`config.mk`:
```
export PLATFORM = sky130hd
export DESIGN_NAME = hazard_forward_unit
export DESIGN_NICKNAME = d
export VERILOG_FILES = /design/src/rtl/hazard_forward_unit.sv
export SDC_FILE = /design/constraint.sdc
export NUM_CORES = 1
export LEC_CHECK = 0
export BUFFER_PORTS_ARGS = -buffer_cell sky130_fd_sc_hd__buf_4
export CAP_MARGIN = 25
export CORE_ASPECT_RATIO = 1.5
export CORE_MARGIN = 1
export CORE_UTILIZATION = 52
export DETAILED_ROUTE_END_ITERATION = 7
export GPL_ROUTABILITY_DRIVEN = 0
export PLACE_DENSITY = 0.85
export SLEW_MARGIN = 30
export SYNTH_ARGS = -nofsm -noshare
export SYNTH_HDL_FRONTEND = slang
export SYNTH_SLANG_ARGS = --single-unit
```
`constraint.sdc`:
```
create_clock -name clk -period 4.2 [get_ports clk]
set_input_delay 0.21 -clock clk [delete_from_list [all_inputs] [get_ports clk]]
set_output_delay 0.21 -clock clk [all_outputs]
set_load 0.02 [all_outputs]
```
`src/rtl/hazard_forward_unit.sv`:
```
// Operand bypass selects and front-end stall for a 5-stage pipeline with a multi-cycle multiplier.
// fwd_sel and stall are combinational. The multiply tracker and stall counter update on each clock edge.
module hazard_forward_unit #(
  parameter int NUM_SRC  = 2,
  parameter int MULT_LAT = 3,
  parameter int CNT_W    = 16
) (
  input  logic                   clk,
  input  logic                   arst_n,
  input  logic [5*NUM_SRC-1:0]   id_rs,
  input  logic [NUM_SRC-1:0]     id_rs_used,
  input  logic                   id_is_mult,
  input  logic [5*NUM_SRC-1:0]   ex_rs,
  input  logic [4:0]             ex_rd,
  input  logic                   ex_memread,
  input  logic                   ex_mult_issue,
  input  logic [4:0]             exmem_rd,
  input  logic                   exmem_regwrite,
  input  logic [4:0]             memwb_rd,
  input  logic                   memwb_regwrite,
  output logic [2*NUM_SRC-1:0]   fwd_sel,
  output logic                   stall,
  output logic                   mult_busy,
  output logic                   mult_done,
  output logic [4:0]             mult_rd,
  output logic [CNT_W-1:0]       stall_cnt
);

  localparam int CW = $clog2(MULT_LAT + 1);
  localparam logic [CW-1:0] LAT = CW'(MULT_LAT);
  localparam logic [CW-1:0] ONE = CW'(1);

  logic [CW-1:0]    cnt_q, cnt_d;
  logic [4:0]       mult_rd_q, mult_rd_d;
  logic [CNT_W-1:0] stall_cnt_q, stall_cnt_d;
  logic             mult_long;

  // A new multiply is accepted when idle or on the final busy cycle (back-to-back).
  always_comb begin
    cnt_d     = cnt_q;
    mult_rd_d = mult_rd_q;
    if (ex_mult_issue && (cnt_q <= ONE)) begin
      cnt_d     = LAT;
      mult_rd_d = ex_rd;
    end else if (cnt_q != '0) begin
      cnt_d = cnt_q - ONE;
    end
  end

  assign mult_busy = (cnt_q != '0);
  assign mult_done = (cnt_q == ONE);
  assign mult_rd   = mult_rd_q;
  assign mult_long = (cnt_q > ONE);

  always_comb begin
    fwd_sel = '0;
    for (int i = 0; i < NUM_SRC; i++) begin
      if (mult_done && (mult_rd_q != 5'd0) && (mult_rd_q == ex_rs[5*i +: 5]))
        fwd_sel[2*i +: 2] = 2'b11;
      else if (exmem_regwrite && (exmem_rd != 5'd0) && (exmem_rd == ex_rs[5*i +: 5]))
        fwd_sel[2*i +: 2] = 2'b10;
      else if (memwb_regwrite && (memwb_rd != 5'd0) && (memwb_rd == ex_rs[5*i +: 5]))
        fwd_sel[2*i +: 2] = 2'b01;
    end
  end

  // On the last busy cycle the product is bypassed, so only cnt > 1 blocks dependents.
  always_comb begin
    stall = id_is_mult && mult_long;
    for (int i = 0; i < NUM_SRC; i++) begin
      if (id_rs_used[i]) begin
        if (ex_memread && (ex_rd != 5'd0) && (ex_rd == id_rs[5*i +: 5]))
          stall = 1'b1;
        if (mult_long && (mult_rd_q != 5'd0) && (mult_rd_q == id_rs[5*i +: 5]))
          stall = 1'b1;
        if (ex_mult_issue && (ex_rd != 5'd0) && (ex_rd == id_rs[5*i +: 5]))
          stall = 1'b1;
      end
    end
  end

  always_comb begin
    stall_cnt_d = stall_cnt_q;
    if (stall && (stall_cnt_q != '1))
      stall_cnt_d = stall_cnt_q + CNT_W'(1);
  end

  assign stall_cnt = stall_cnt_q;

  always_ff @(posedge clk or negedge arst_n) begin
    if (!arst_n) begin
      cnt_q       <= '0;
      mult_rd_q   <= '0;
      stall_cnt_q <= '0;
    end else begin
      cnt_q       <= cnt_d;
      mult_rd_q   <= mult_rd_d;
      stall_cnt_q <= stall_cnt_d;
    end
  end

endmodule

```
# Yosys cells after proc, flatten, opt, wreduce, memory -nomap -nowiden

Cells that the tools add are included.

Register bits: 23
Output and inout bits: 28
Word-level logic and storage cells: 62

Add/subtract/negate cells: 2
Magnitude comparators: 2
Equal/unequal tests: 12
Mux-type cells: 16
Reductions and logical operators: 27

Operators by type and width:

| operator                                             | number |
|---|---|
| equality test 5 bit                                  | 10 |
| logical AND 1 bit                                    | 21 |
| nonzero test 5 bit                                   | 4 |
| adder 16 x 1 -> 16 bit (second input constant)       | 1 |
| != test 16 bit (second input constant)               | 1 |
| two-way mux 2 bit                                    | 6 |
| two-way mux 1 bit                                    | 10 |
| nonzero test 2 bit                                   | 2 |
| equality test 2 x 1 -> 1 bit (second input constant) | 1 |
| > comparator 2 x 1 -> 1 bit (second input constant)  | 1 |
| <= comparator 2 x 1 -> 1 bit (second input constant) | 1 |
| subtractor 2 x 1 -> 2 bit (second input constant)    | 1 |

# Depth between registers and ports, before layout

Gate-level depths: netlist of run 1.

Depth after elaboration: 12
Gate-level depth with buffers: 9
Depth with buffers taken out: 7

# Worst setup path before layout of run 1

Ideal clock, no wire load.

Path kind: register to register
Start: register mult_rd_q[4], in the netlist mult_rd[4]
End: register stall_cnt_q[12], in the netlist stall_cnt[12]
Library setup time: 0.128 ns
Data arrival time: 2.155 ns
Required time: 4.072 ns
Slack: 1.918 ns
Stages on the path, launching flop included: 9
Clock period less this slack: 2.282 ns
Cell sequence: dfrtp_1 > clkbuf_1 > xor2_1 > nor4_2 > a32oi_1 > o32a_1 > nand2_1 > nand4_1 > mux2_1

Cells in the longest elaborated chain, start to end: 11
Elaborated cells between the ends (all ways): 14
Classes of those cells: eq/ne: 2; mux: 7; reduce/logical: 5

RTL lines:

| what                           | line | text |
|---|---|---|
| from (decl)                    | 34   | `logic [4:0] mult_rd_q, mult_rd_d;` |
| from (signal assigned)         | 97   | `mult_rd_q <= mult_rd_d;` |
| nonzero test 5 bit             | 74   | `if (mult_long && (mult_rd_q != 5'd0) && (mult_rd_q == id_rs[5*i +: 5]))` |
| logical AND 1 bit (2 in a row) | 74   |  |
| two-way mux 1 bit              | 74   |  |
| two-way mux 1 bit              | 76   | `if (ex_mult_issue && (ex_rd != 5'd0) && (ex_rd == id_rs[5*i +: 5]))` |
| two-way mux 1 bit              | 71   | `if (id_rs_used[i]) begin` |
| two-way mux 1 bit              | 72   | `if (ex_memread && (ex_rd != 5'd0) && (ex_rd == id_rs[5*i +: 5]))` |
| two-way mux 1 bit              | 74   |  |
| two-way mux 1 bit              | 76   |  |
| two-way mux 1 bit (*)          | 71   |  |
| via stall                      | 22   | `output logic stall,` |
| logical AND 1 bit (*)          | 84   | `if (stall && (stall_cnt_q != '1))` |
| to (signal assigned)           | 98   | `stall_cnt_q <= stall_cnt_d;` |
| to (decl)                      | 35   | `logic [CNT_W-1:0] stall_cnt_q, stall_cnt_d;` |

Mark *: on every way through the listed nets, which the timed path passes. The rest lies on a longest branch.
A chain may end at the register's enable or synchronous reset.

# Final worst setup path of run 1

Start: register mult_rd_q[1], in the netlist mult_rd[1]
End: register stall_cnt_q[9], in the netlist stall_cnt[9]

Cells in the longest elaborated chain, start to end: 11
Elaborated cells between the ends (all ways): 14
Classes of those cells: eq/ne: 2; mux: 7; reduce/logical: 5

RTL lines:

| what                           | line |
|---|---|
| nonzero test 5 bit             | 74 |
| logical AND 1 bit (2 in a row) | 74 |
| two-way mux 1 bit              | 74 |
| two-way mux 1 bit              | 76 |
| two-way mux 1 bit              | 71 |
| two-way mux 1 bit              | 72 |
| two-way mux 1 bit              | 74 |
| two-way mux 1 bit              | 76 |
| two-way mux 1 bit (*)          | 71 |
| logical AND 1 bit (*)          | 84 |

Every way passes the cells marked *; elsewhere a longest branch is shown, timed or not.

==> flow_results.org, run 1 <==
** Timing
- Timing would allow up to 395 MHz.
- Number of hold violations in the final report :: 0
- Total of endpoints with negative setup slack in the final report :: 0
- Final period util :: 60.3%
- Min cycle time layout :: 2530 ps
- Remaining max-slew budget at the tightest pin :: 62.2%
- Post-Route Skew :: 1.18 ps
- Setup repair after global routing missed its margin :: false
- Count of final max-slew check failures :: 0
- Setup total negative slack :: 0 ps
- For the pin with the worst max-slew slack, the measured transition is 568 ps.

** Setup path
- Data arrives at the worst endpoint at 2700 ps.
- In this run the critical register-to-register path is launched from mult_rd[1].
- Walking the worst path, the cells encountered are xor2_1, nor4_2, a32oi_1, o32a_1, a21oi_2, nand3_1, xnor2_1.
- STA classifies the critical path startpoint as a register.
- Sort of element at the end of the critical path :: register
- The worst register-to-register path ends at stall_cnt[9].
- CP Max Fanout :: 13
- Reg2reg path depth :: 7
- Tracing the worst setup path back leads to its startpoint at mult_rd[1].
- Critical path's largest stage delay :: 490 ps
- Type of the worst setup path :: reg -> reg
- The slowest stage of the critical path is the sky130_fd_sc_hd__dfrtp_1 cell.
- Worst EP required :: 4370 ps
- For flop-to-flop paths, the worst setup slack is 1670 ps.

** Worst hold path
- The worst hold path passes through 2 cells.
- Hold EP :: mult_rd[4]
- Type of the worst min-delay path :: in -> reg
- Start point of the worst hold path :: ex_rd[4]

** Floorplanning
- For this design the top-level I/O count stands at 72.
- Die Outline Area :: 3600 um^2
- Number of standard-cell rows in the floorplan :: 25
- In this run the horizontal extent of the chip is 49.3 um.
- The initial utilization of the core area, before any placement, comes to 54.7%.
- Core region area :: 3190 um^2
- Overall die height :: 73.0 um

** Logic synthesis
- Yosys warning count :: 0
- Number of storage elements in the synthesis netlist :: 23
- Averaged over all synthesized cells, the footprint is 9.81 um^2.
- Complex-gate fraction of the synthesized area :: 4.73%
- The number of nets in the synthesized netlist is 225.
- For this run, the leading register cell type out of synthesis is sky130_fd_sc_hd__dfrtp_1.
- Fraction of registers with async set or reset after synthesis :: 100%
- Synth Area in Simple Gates :: 19.3%
- In this run the cell area of the synthesized design comes to 1750 um^2.
- Summing the sequential cell areas from Yosys gives 33.0% of the chip area.
- Yosys cell types :: 32
- After technology mapping, the gate count stands at 178.
- Main combinational cell family by area after synthesis :: XOR/XNOR gates
- Of the total synthesized cell area, the portion taken by XOR and XNOR cells is 32.6%.
- Adder and majority gate portion of the synthesized area :: 2.15%
- Multiplexer share of the synthesized area :: 5.16%
- Yosys mapped a number of flops with a built-in enable equal to 0.

** Power
- Net switching is 42.1% of the power.
- In this run, the combinational gates consume 51.6% of the power.
- The internal power of the cells totals 0.631 mW.
- Clock network power share :: 12.2%
- Registers are responsible for 36.3% of the overall power.
- Across the VDD grid, the largest voltage drop is 0.410 mV.
- The completed layout was analyzed and its total power is 1.09 mW.
- NetSw :: 0.458 mW
- For this design the static power due to leakage is 1.08 nW.
- Power spread over the standard cell area amounts to 465 nW/um^2.

** Cells and area
- Share of cells above drive strength 1 :: 33.2%
- After filler insertion, the fill cell instance count of the layout stands at 262.
- Total area of sequential cells :: 576 um^2
- Multi-input gate area :: 1120 um^2
- Compared with the post-synthesis result, the final layout area differs by 34.0%.
- For this run, the post-layout net count is 295.
- The repair_antennas step left the layout with diodes totalling 0.

** Clocking
- TritonCTS built the clock tree.
- Counting along the longest clock path gives a buffer depth of 2.
- Clock tree synthesis selected as its root buffer the cell sky130_fd_sc_hd__clkbuf_8.
- After clock tree synthesis, the clock-pin slew on the worst setup and hold paths is 70 ps.
- After clock tree synthesis, the flow added hold-fix buffers numbering 1.
- Clock H-tree levels :: 1
- Clock Latency Late Sink :: 260 ps
- CTS-repair resized insts :: 0
- Number of buffers added by the clock tree synthesis step :: 3
- Once the clock tree was built, the setup fixing pass inserted 0 buffers.
- The clock drives 23 sinks.

** Placement
- Count of input and output buffers :: 71
- The wire-length estimate of the detail-placed layout is 3.51 mm.

** Detailed routing
- Via density per instance :: 5.51
- Before antenna repair, the detailed router went through 4 iterations.
- In the final routed layout, each cell accounts on average for 15.0 um.
- DRC violation total after the first TritonRoute iteration :: 21
- After detailed routing, the total wire length is 4.31 mm.
- After detailed routing, the number of remaining DRC violations is 0.
- Number of vias in the routed layout :: 1580
- Detail Route Antenna Nets :: 0

** Global routing
- Sum of overflow across all layers after global routing :: 0
- Pin count of the biggest net entering global routing :: 24
- First-pass GRT wire length :: 6.58 mm
- Antenna violations before repair :: 0
- For this run, the total global-route usage over all layers was measured as 24.1%.
- The via count of the first global-routing pass was 1546.

** Run status
- Outcome :: completed

** Job
- The tool flagged a number of max-cap violations equal to 0.
-- metal layers --
metal / share of wire [%] / track usage, % / wire length (um) / vias to the layer above
met1: 37 / 22.2 / 1580 / 744
li1: - / - / - / 758
met2: 53 / 48.1 / 2300 / 64
met3: 5.8 / 3.54 / 249 / 14
met4: 4.2 / 14.4 / 180 / 0
met5: 0 / 0 / 0 / -
-- stage by stage --
step	util (%)	hold WS (ps)	area, um^2	setup slack (ps)	instances
after floorplan	-	-85.6	1750	1920	178
after global placement	71.6	116	2290	1740	282
after detailed placement	71.6	118	2290	1700	282
after CTS	73.4	222	2340	1650	287
after global routing	73.4	214	2340	1540	287
final	73.4	223	2340	1670	287
-- registers in the layout, indices dropped and copies added, names as in the netlist --
name       count
stall_cnt     16
mult_rd        5
cnt_q          2
-- how the worst max path moves through the flow --
stage                                to  slack (ps)  cells past startpoint
after floorplan           stall_cnt[12]        1920                      8
after global placement    stall_cnt[14]        1740                      7
after detailed placement   stall_cnt[3]        1700                      7
after CTS                  stall_cnt[9]        1650                      7
after global routing       stall_cnt[9]        1540                      7
final                      stall_cnt[9]        1670                      7
-- critical path: cells and delay by family, from the launching register on --
| kind | cells | cell delay (ps) |
|---|---|---|
| compound gates | 3 | 990 |
| flops | 1 | 490 |
| simple gates | 2 | 530 |
| xor+xnor | 2 | 440 |
-- synth_stat cells (3+ instances only) --
master / number / area, um^2
sky130_fd_sc_hd__and3_1: 5 / 31.3
sky130_fd_sc_hd__and4_1: 4 / 35.0
sky130_fd_sc_hd__clkbuf_1: 3 / 11.3
sky130_fd_sc_hd__dfrtp_1: 23 / 576
sky130_fd_sc_hd__ha_1: 3 / 37.5
sky130_fd_sc_hd__inv_1: 3 / 11.3
sky130_fd_sc_hd__mux2_2: 6 / 67.6
sky130_fd_sc_hd__nand2_1: 10 / 37.5
sky130_fd_sc_hd__nand3_1: 12 / 60.1
sky130_fd_sc_hd__nand4_1: 4 / 25.0
sky130_fd_sc_hd__nor4_1: 7 / 43.8
sky130_fd_sc_hd__o21ai_0: 3 / 15.0
sky130_fd_sc_hd__or4_1: 4 / 30.0
sky130_fd_sc_hd__xnor2_1: 33 / 289
sky130_fd_sc_hd__xor2_1: 32 / 280
-- cells by family after synthesis --
| group | Yosys count |
|---|---|
| mux | 8 |
| fa+ha+maj | 3 |
| simple gates | 57 |
| flops | 23 |
| compound gates | 12 |
| xor+xnor | 65 |
| buf+inv | 10 |
-- area by class of cell --
cell class	instances	area share [%]
inverters	3	0.481
well taps	40	2.14
repair buffers	72	23.2
multi-input cells	145	47.7
flip-flops and latches	23	24.6
clock buffers	4	1.92
-- placed cells by master, fill, tap and decap left out, drive strengths merged, types with 3 or more instances in the layout --
cell / netlist / layout
dfrtp: 23 / 23
or4: 4 / 4
o21ai: 5 / 5
inv: 3 / 3
and3: 5 / 5
xor2: 32 / 32
clkbuf: 3 / 4
nand4: 4 / 4
buf: 4 / 71
xnor2: 33 / 33
and4: 4 / 4
ha: 3 / 3
mux2: 8 / 8
nand2: 10 / 10
nand3: 12 / 12
nor4: 8 / 8
-- power groups by stage --
stage / logic (mW) / registers, mW / clock network, mW
after CTS: 0.567 / 0.394 / 0.135
final: 0.562 / 0.395 / 0.132
after detailed placement: 0.564 / 0.398 / 0
after floorplan: 0.364 / 0.406 / 0
after global placement: 0.557 / 0.395 / 0
after global routing: 0.609 / 0.407 / 0.146
Note: power is estimated with default switching activity, not from simulation.
==> inputs of run 2 (changes only) <==
--- a/config.mk
+++ b/config.mk
@@ -9,10 +9,10 @@
 export CAP_MARGIN = 25
 export CORE_ASPECT_RATIO = 1.5
 export CORE_MARGIN = 1
-export CORE_UTILIZATION = 52
+export CORE_UTILIZATION = 48
 export DETAILED_ROUTE_END_ITERATION = 7
 export GPL_ROUTABILITY_DRIVEN = 0
-export PLACE_DENSITY = 0.85
+export PLACE_DENSITY = 0.8
 export SLEW_MARGIN = 30
 export SYNTH_ARGS = -nofsm -noshare
 export SYNTH_HDL_FRONTEND = slang
==> constraint.sdc (replaced) <==
create_clock -name clk -period 2.35 [get_ports clk]
set_input_delay 0.1175 -clock clk [delete_from_list [all_inputs] [get_ports clk]]
set_output_delay 0.1175 -clock clk [all_outputs]
set_load 0.02 [all_outputs]
==> flow_results.org, run 2 (synthesis results as in run 1) <==
** Run status
- Outcome :: completed

** Setup path
- Reg-to-reg slack, setup :: 170 ps (-1500 ps)
- CP Max Fanout :: 6 (-7)
- The critical path arrival was 2090 ps (-610 ps).
- STA classifies the critical path startpoint as a register.
- Reg2reg path depth :: 7 (unchanged)
- Reg-to-reg critical path endpoint :: stall_cnt[12]
- The worst setup path is of the reg -> out kind.
- STA classifies the critical path endpoint as a primary output.
- The endpoint required time on the critical path is 2230 ps (-2140 ps).
- Reg2reg start :: mult_rd[1]

** Clocking
- The source-to-sink clock delay at the later pin of the worst-skew pair is 260 ps (about the same).
- TritonCTS built the clock tree.
- The number of clock sinks seen by CTS is 23 (unchanged).
- The buffer depth of the longest clock path came to 2 (unchanged).
- Number of buffers added by the clock tree synthesis step :: 3 (unchanged)
- Root buffer cell :: sky130_fd_sc_hd__clkbuf_8
- Clock H-tree levels :: 1 (unchanged)
- The register clock-pin slew on the reported worst setup and hold paths was 80 ps (about the same).

** Cells and area
- The final-stage net count is 301 (+2.0%).
- The count of placed standard cells in the final layout, fillers left out came to 295 (+2.8%).
- Leaving out fill and tap cells, the most frequent cell in the layout is sky130_fd_sc_hd__buf_4.
- Most frequent cells in the layout :: sky130_fd_sc_hd__buf_4 (77), sky130_fd_sc_hd__xnor2_1 (33), sky130_fd_sc_hd__xor2_1 (32)
- The end-of-flow core utilization is 69.5% (-3.9 points).
- The area growth from synthesis to layout is 37.2%.
- The count of inserted antenna diode cells came to 0 (unchanged).
- Share of cells above drive strength 1 :: 35.2% (+2.0 points)
- Number of flip-flops in the largest register :: 16 (unchanged)
- The number of fill cells in the layout came to 307 (+17%).

** Floorplanning
- Number of standard-cell rows in the floorplan :: 26 (+4.0%)
- Die width :: 51.3 um (+3.9%)
- The area of the die came to 3890 um^2 (+8.1%).
- The effective utilization at floorplan is 50.7% (-4.1 points).
- Core region area :: 3450 um^2 (+8.1%)
- Overall die height :: 75.9 um (+4.0%)
- IO Count :: 72 (unchanged)

** Detailed routing
- The number of DRC violations after detailed-routing iteration 0 is 26 (+24%).
- The vias per cell was 5.54 (+0.55%).
- The final antenna-violating net count was 0 (unchanged).
- The routed length per instance was 15.7 um (+4.4%).
- Number of optimization iterations in the first detailed-route pass :: 4 (unchanged)
- Number of vias in the routed layout :: 1633 (+3.4%)
- The remaining routing DRC violations was 0 (unchanged).
- Post-Route WL :: 4.62 mm (+7.3%)

** Placement
- The number of cells in the design after placement came to 289 (+2.5%).
- Worst setup slack after placement :: 124 ps (-1580 ps)
- The total half-perimeter wirelength after legalization and detailed placement was 3.73 mm (+6.3%).
- The total of buffers placed on input and output ports came to 71 (unchanged).

** Worst hold path
- In this run the most critical hold path is launched from ex_rd[3].
- The worst hold path terminates at mult_rd[3].
- Number of instances on the worst hold path :: 2 (unchanged)
- Type of the worst min-delay path :: in -> reg

** Timing
- Setup repair after global routing left no endpoint under its margin.
- Min cycle time layout :: 2210 ps
- The clock skew was 1.26 ps (+0.0804 ps).
- Remaining max-slew budget at the tightest pin :: 62.9% (+0.70 points)
- Timing would allow up to 452 MHz.
- The final number of setup-violating endpoints was 0 (unchanged).
- After layout, the worst path uses 94.1% of the clock period.
- The worst slack on hold paths was 130 ps (-93.0 ps).
- The total negative slack for setup checks came to 0 ps (unchanged).
- The slew of the pin with the lowest slew margin came to 552 ps (-15.6 ps).
- The count of pins over their slew limit was 0 (unchanged).
- The final worst setup slack was 140 ps (-1530 ps).
- Number of hold violations in the final report :: 0 (unchanged)

** Global routing
- The total global routing overflow came to 0 (unchanged).
- The maximum number of pins on one net before global-route repair is 24 (unchanged).
- The overall global routing resource usage came to 24.3% (+0.26 points).
- The initial antenna violation count was 0 (unchanged).
- The global-route wire length before repair was 6.97 mm (+6.0%).
- The via count of the first global-routing pass was 1615 (+4.5%).

** Power
- The power density over cell area came to 861 nW/um^2 (+85%).
- The leakage power total was 1.11 nW (+2.7%).
- The worst ir drop on vdd came to 0.801 mV (+96%).

** Job
- The max-cap violation count was 0 (unchanged).
[run 2: worst max-delay path by stage]
stage	start	end	slack (ps)	cells past startpoint
2_1_floorplan	mult_rd[4]	stall_cnt[12]	70	8
3_3_place_gp	mult_rd[3]	stall_cnt[8]	160	8
3_5_place_dp	mult_rd[3]	stall_cnt[6]	120	8
4_1_cts	mult_rd[1]	fwd_sel[1]	30	7
5_1_grt	mult_rd[2]	stall_cnt[10]	7	8
6_report	mult_rd[1]	fwd_sel[1]	140	7
[run 2: final cells by class]
| type | instances | area [um^2] | share of cell area, % |
|---|---|---|---|
| flip-flops and latches | 23 | 577 | 24.1 |
| multi-input cells | 145 | 1120 | 46.9 |
| clock buffers | 4 | 45.0 | 1.88 |
| repair buffers | 78 | 588 | 24.5 |
| inverters | 3 | 11.3 | 0.470 |
| well taps | 42 | 52.6 | 2.19 |
[run 2: metal layers]
metal	part of all wire (%)	global-route usage [%]	up-vias
met2	53	47.5	72
li1	-	-	776
met5	0	0	-
met3	7.6	5.19	14
met4	4.4	14.7	0
met1	35	22.7	771
[run 2: metrics by stage]
stage	power (mW)	cell area, um^2
2_1_floorplan	1.38	1750
3_3_place_gp	1.77	2330
3_5_place_dp	1.80	2330
4_1_cts	2.05	2380
5_1_grt	2.20	2400
6_report	2.06	2400
[run 2: where the power goes]
part           internal, mW  switching [mW]  leakage [nW]
clock network         0.121           0.121        0.0228
registers             0.514           0.119         0.293
logic                 0.568           0.620         0.794
[run 2: critical path: stages, from the launching register on]
cell and delay [ps]:
sky130_fd_sc_hd__dfrtp_1 390, sky130_fd_sc_hd__buf_4 170, sky130_fd_sc_hd__or4_1 560, sky130_fd_sc_hd__o21ai_1 210
sky130_fd_sc_hd__nor4_1 130, sky130_fd_sc_hd__nand3_1 120, sky130_fd_sc_hd__o31ai_1 80, sky130_fd_sc_hd__buf_4 170
[run 2: timing repair]
item | CTS | global route
endpoints found under the setup margin | 0 | 12
hold buffers | 1 | 0
setup buffers | 0 | 1
hold endpoints to repair | 23 | 0
resized for setup | 0 | 3
